==> src/rtl/game_pkg.sv <==
// Shared types for the game-progression controller: status codes, state encoding and width helpers.
package game_pkg;

    localparam int LIVES_W = 4;

    typedef enum logic [2:0] {
        GS_PLAYING   = 3'd0,
        GS_WIN_LEVEL = 3'd1,
        GS_WIN_WORLD = 3'd2,
        GS_WIN_GAME  = 3'd3,
        GS_GAME_OVER = 3'd4,
        GS_LIFE_LOST = 3'd5,
        GS_IDLE      = 3'd6
    } game_status_t;

    // Encoded to match the status codes so the output decode is trivial.
    typedef enum logic [2:0] {
        ST_PLAY      = 3'd0,
        ST_WIN_LEVEL = 3'd1,
        ST_WIN_WORLD = 3'd2,
        ST_WIN_GAME  = 3'd3,
        ST_GAME_OVER = 3'd4,
        ST_LIFE_LOST = 3'd5,
        ST_IDLE      = 3'd6
    } state_t;

    function automatic int cnt_width(input int n);
        return (n > 1) ? $clog2(n) : 1;
    endfunction

    function automatic logic is_banner(input state_t s);
        return (s == ST_WIN_LEVEL) || (s == ST_WIN_WORLD) || (s == ST_LIFE_LOST);
    endfunction

    function automatic game_status_t state_to_status(input state_t s);
        game_status_t gs;
        case (s)
            ST_PLAY:      gs = GS_PLAYING;
            ST_WIN_LEVEL: gs = GS_WIN_LEVEL;
            ST_WIN_WORLD: gs = GS_WIN_WORLD;
            ST_WIN_GAME:  gs = GS_WIN_GAME;
            ST_GAME_OVER: gs = GS_GAME_OVER;
            ST_LIFE_LOST: gs = GS_LIFE_LOST;
            default:      gs = GS_IDLE;
        endcase
        return gs;
    endfunction

endpackage

==> src/rtl/game_progress_fsm_banner_timer.sv <==
// Down-counter that loads CYCLES-1 on load and reports done once it reaches zero.
// Also reused by the HUD blink logic, so it carries no game-specific knowledge.
module banner_timer
    import game_pkg::*;
#(
    parameter int CYCLES = 4
) (
    input  logic clk,
    input  logic reset,
    input  logic load,
    output logic done
);

    localparam int CW = cnt_width(CYCLES);

    logic [CW-1:0] cnt;

    always_ff @(posedge clk or negedge reset) begin
        if (!reset) begin
            cnt <= '0;
        end else if (load) begin
            cnt <= CW'(CYCLES - 1);
        end else if (cnt != '0) begin
            cnt <= cnt - CW'(1);
        end
    end

    assign done = (cnt == '0);

endmodule

==> src/rtl/game_progress_fsm.sv <==
// Game-progression controller: world/level/lives tracking, timed banners and a status code for HUD/audio.
// Everything visible is derived from registers; status_event flags the cycle after any status change.
module game_progress_fsm
    import game_pkg::*;
#(
    parameter  int NUM_WORLDS       = 2,
    parameter  int LEVELS_PER_WORLD = 6,
    parameter  int LIVES            = 3,
    parameter  int BANNER_CYCLES    = 4,
    localparam int LW               = cnt_width(LEVELS_PER_WORLD),
    localparam int WW               = cnt_width(NUM_WORLDS)
) (
    input  logic               clk,
    input  logic               reset,
    input  logic               start,
    input  logic               level_passed,
    input  logic               lose,
    output logic [LW-1:0]      level,
    output logic [WW-1:0]      world,
    output logic [LIVES_W-1:0] lives,
    output logic [2:0]         game_status,
    output logic               status_event
);

    localparam logic [LW-1:0]      LAST_LEVEL = LW'(LEVELS_PER_WORLD - 1);
    localparam logic [WW-1:0]      LAST_WORLD = WW'(NUM_WORLDS - 1);
    localparam logic [LIVES_W-1:0] LIVES_INIT = LIVES_W'(LIVES);

    state_t               state;
    state_t               state_nxt;
    logic [LW-1:0]        level_nxt;
    logic [WW-1:0]        world_nxt;
    logic [LIVES_W-1:0]   lives_nxt;
    logic                 banner_load;
    logic                 banner_done;

    // Banners are only ever entered from PLAY, so entry is a non-banner to banner transition.
    assign banner_load = is_banner(state_nxt) && !is_banner(state);

    banner_timer #(
        .CYCLES (BANNER_CYCLES)
    ) u_banner_timer (
        .clk   (clk),
        .reset (reset),
        .load  (banner_load),
        .done  (banner_done)
    );

    always_ff @(posedge clk or negedge reset) begin
        if (!reset) begin
            state        <= ST_IDLE;
            level        <= '0;
            world        <= '0;
            lives        <= LIVES_INIT;
            status_event <= 1'b0;
        end else begin
            state        <= state_nxt;
            level        <= level_nxt;
            world        <= world_nxt;
            lives        <= lives_nxt;
            status_event <= (state_nxt != state);
        end
    end

    always_comb begin
        state_nxt = state;
        level_nxt = level;
        world_nxt = world;
        lives_nxt = lives;
        case (state)
            ST_IDLE, ST_WIN_GAME, ST_GAME_OVER: begin
                if (start) begin
                    state_nxt = ST_PLAY;
                    level_nxt = '0;
                    world_nxt = '0;
                    lives_nxt = LIVES_INIT;
                end
            end
            ST_PLAY: begin
                if (level_passed) begin
                    if (level != LAST_LEVEL) begin
                        state_nxt = ST_WIN_LEVEL;
                        level_nxt = level + LW'(1);
                    end else if (world != LAST_WORLD) begin
                        state_nxt = ST_WIN_WORLD;
                        level_nxt = '0;
                        world_nxt = world + WW'(1);
                    end else begin
                        state_nxt = ST_WIN_GAME;
                    end
                end else if (lose) begin
                    if (lives > LIVES_W'(1)) begin
                        state_nxt = ST_LIFE_LOST;
                        lives_nxt = lives - LIVES_W'(1);
                    end else begin
                        state_nxt = ST_GAME_OVER;
                        lives_nxt = '0;
                    end
                end
            end
            ST_WIN_LEVEL, ST_WIN_WORLD, ST_LIFE_LOST: begin
                if (banner_done) begin
                    state_nxt = ST_PLAY;
                end
            end
            default: begin
                state_nxt = ST_IDLE;
            end
        endcase
    end

    always_comb begin
        game_status = state_to_status(state);
    end

endmodule

==> config.mk <==
export PLATFORM = sky130hd
export DESIGN_NAME = game_progress_fsm
export DESIGN_NICKNAME = d
export VERILOG_FILES = /design/src/rtl/game_pkg.sv /design/src/rtl/game_progress_fsm_banner_timer.sv /design/src/rtl/game_progress_fsm.sv
export SDC_FILE = /design/constraint.sdc
export NUM_CORES = 1
export LEC_CHECK = 0
export CAP_MARGIN = 20
export CORE_MARGIN = 10
export CORE_UTILIZATION = 30
export DETAILED_ROUTE_END_ITERATION = 16
export GPL_ROUTABILITY_DRIVEN = 0
export SLEW_MARGIN = 25
export SYNTH_ARGS = -nofsm -noshare
export SYNTH_HDL_FRONTEND = slang
export SYNTH_SLANG_ARGS = --single-unit
export TNS_END_PERCENT = 30
==> constraint.sdc <==
create_clock -name clk -period 1.8 [get_ports clk]
set_clock_uncertainty 0.05 [all_clocks]
set_input_delay 0.36 -clock clk [delete_from_list [all_inputs] [get_ports clk]]
set_output_delay 0.36 -clock clk [all_outputs]
set_load 0.02 [all_outputs]
==> impl_results.md <==
- CTS tree: done
- Multi-input logic area: approximately 570 um2
- Post-synthesis cell area: approximately 940 um2
- Fill count: around 290
- Register bit total from synthesis: 14
- Clock power frac: around an eighth
- Num rows: 20
- Antenna Nets Post-Route: 0
- Final core occ: between 40% and 50%
- Placed insts: around 180
- Area growth syn-to-layout: 47.3%
- DRC violations left: 0
- Final Max Slew Viols: 0
- Worst setup EP type: flop
- Final setup violation count: 0
- Syn nets: 111
- Hold Crit Class: primary input to async pin
- Setup crit start kind: flop
- Critical-path maximum fanout: 5
- Final std cells w/o fill: roughly 190
- Num ports: 17
- Crit path kind: flop to flop
- Global-route wire length before repair: 4.11 mm
- Post-synthesis compound-gate area fraction: between 20 and 25%
- Syn_area_per_cell: between 9 and 10 um2
- Combinational family with the most area after synthesis: simple AND/OR/NAND/NOR gates
- Critical Path AT: about 2000 ps
- HPWL Detailed: about 1.9 mm
- Internal power: around 1.1 mW
- Global Route Usage Sum: 8.44%
- Seq/Total Area, Yosys: between 30% and 40%
- Post-synth EDFFs: 0
- Simple-gate share of the synthesized area: a little under a quarter
- Total core area: roughly 3000 um2
- Post-synthesis cell count: just over 100
- CTS Buffer Depth: 2
- Critical R2R Launch: lives[0]$_DFFE_PN1P_
- R2r setup slk: 2 ps
- Comb pwr share: about three fifths
- Total power: a little over 2 mW
- WL per Instance: around 14 um
- Final #Nets: 150
- Initial antenna violation count: 0
- Max cap viols: 0
- R2r endpoint: u_banner_timer.cnt[0]$_DFFE_PN0P_
- Via/cell ratio: ~4.8
- Status: finished clean
- Relative slew slack: approximately 77%
- Tmin final: between 1500 and 2000 ps
- Pwr dens: between 1000 and 1500 nW/um2
- Largest net degree at the start of global routing: 15
- Period Utilization, post-route: between 90% and 100%
- PortBufs: 16
- Drt first-iter violations: between 90 and 100
- Sink Count: 14
- Peak supply drop: 309 uV
- Most frequent cells in the layout: buf_4, dfrtp_1, nand2_1, o21ai_0
- Routed WL: about 2.5 mm
- FMAX: between 0.5 and 0.6 GHz
- Vias in the first global route: between 800 and 900
- P_leak: 0.634 nW
- Most common cell after layout, fill and taps aside: buf_4
- Hold slack: 313 ps
- Num CTS Buffers: 3
- Async S/R FF share, synth: 100%
- Die area: between 5000 and 6000 um2
- Worst Slack Setup Final: 2.45 ps
- CP Data Required Time: roughly 2000 ps
- RSZ-0062 raised after global routing: true
- Vias: around 900
- Main synth FF type: dfrtp_1
- Final hold viol count: 0
- Worst Tran Pin Value: roughly 340 ps
- Mux contribution to synthesized area: around 3.3%
- Synth unique cells: 42
- Clk pin slew, worst setup/hold paths: ~100 ps
- Clock root cell: clkbuf_4
- Switch share: between 40% and 50%
- Adder-Cell Fraction of Synth Area: under 10%
- Die height: between 70 and 80 um
- Syn. warnings: 0
- XOR/XNOR Fraction of Synth Area: under 10%
- Die extent in x: 75.9 um
- Switching Power: about 900 uW
- GRT overflow: 0
- Initial core utilization: 31.0%
- Worst-case reg-to-reg path depth: 7
- Layout cells sized above 1: a little over a third
- Reg area: about 360 um2
- Number of diodes: 0
- Clk_lat worst skew: 290 ps
- Sequential Power Share: roughly 30%
- Pre-antenna DRT Iters: 4
- Htree depth: 1
- Placement Setup Slack: -209 ps
flip-flops by register name (all words and copies together) (netlist names):
signal              flops
level                   3
lives                   4
state                   3
status_event            1
u_banner_timer.cnt      2
world                   1
cell usage after synthesis, drive strengths merged (2+ instances only):
master	number	area (um2)
dfstp	4	105
nand4b	3	26.3
dfrtp	10	250
a21oi	7	42.5
nand2	8	30.0
nor2	7	26.3
buf	3	21.3
or3	3	23.8
inv	7	26.3
o21ai	12	67.6
a21boi	2	15.0
nand3	4	20.0
clkbuf	3	21.3
mux2i	2	20.0
nor3	6	41.3
ha	3	37.5
o22ai	2	12.5
power by group through the flow:
stage / Combinational (mW) / Clock, mW / Sequential [mW]
3_3_place_gp: 1.15 / 0 / 0.607
5_1_grt: 1.32 / 0.256 / 0.626
4_1_cts: 1.13 / 0.242 / 0.605
3_5_place_dp: 1.16 / 0 / 0.618
6_report: 1.20 / 0.239 / 0.604
2_1_floorplan: 0.651 / 0 / 0.664
per-stage QoR:
step,setup TNS (ps),area (um2)
floorplan,0,943
global placement,-1510,1270
detailed placement,-1570,1270
CTS,0,1310
global route,-207,1380
finish,0,1380
layout make-up:
class	instances	area share (%)
flip-flops and latches	14	25.7
inverters	7	1.90
clock buffers	4	2.62
multi-input cells	76	41.1
repair buffers	40	24.7
well taps	44	3.98
worst max-delay path, stage by stage, from the launching register on:
cell and delay [ps]:
dfstp_2 580, inv_2 60, ha_4 160, nor2_4 90, o31a_1 140, o221ai_2 120, a2111o_1 440, nand3_2 80
routing by layer:
metal | routed length [um] | global-route usage [%] | vias to the layer above
met5 | 0 | 0 | -
met4 | 57 | 5.11 | 0
met3 | 79 | 1.30 | 5
met2 | 1270 | 14.5 | 13
met1 | 1120 | 9.57 | 417
li1 | - | - | 447
worst max path at each step:
stage                         start                                 to  slack (ps)
5_1_grt        lives[1]$_DFFE_PN1P_  u_banner_timer.cnt[0]$_DFFE_PN0P_        -110
6_report       lives[0]$_DFFE_PN1P_  u_banner_timer.cnt[0]$_DFFE_PN0P_           2
4_1_cts        lives[0]$_DFFE_PN1P_  u_banner_timer.cnt[1]$_DFFE_PN0P_           8
3_5_place_dp           level_passed  u_banner_timer.cnt[1]$_DFFE_PN0P_        -210
2_1_floorplan  lives[1]$_DFFE_PN1P_  u_banner_timer.cnt[0]$_DFFE_PN0P_           8
3_3_place_gp           level_passed  u_banner_timer.cnt[0]$_DFFE_PN0P_        -230
timing repair:
item | CTS | global route
buffers inserted | 1 | 2
cloned | 0 | 0
pin swaps | 2 | 0
endpoints found under the setup margin | 9 | 9
hold buffers | 0 | 0
resized for setup | 7 | 14
logic make-up after synthesis:
family | count (synthesis)
AND/OR/NAND/NOR | 38
flip-flops | 14
AO/OA/AOI/OAI | 30
multiplexers | 3
buffers and inverters | 13
adder cells (fa/ha/maj) | 3
XOR/XNOR | 2
No activity file was read; power rests on OpenSTA's default activity.
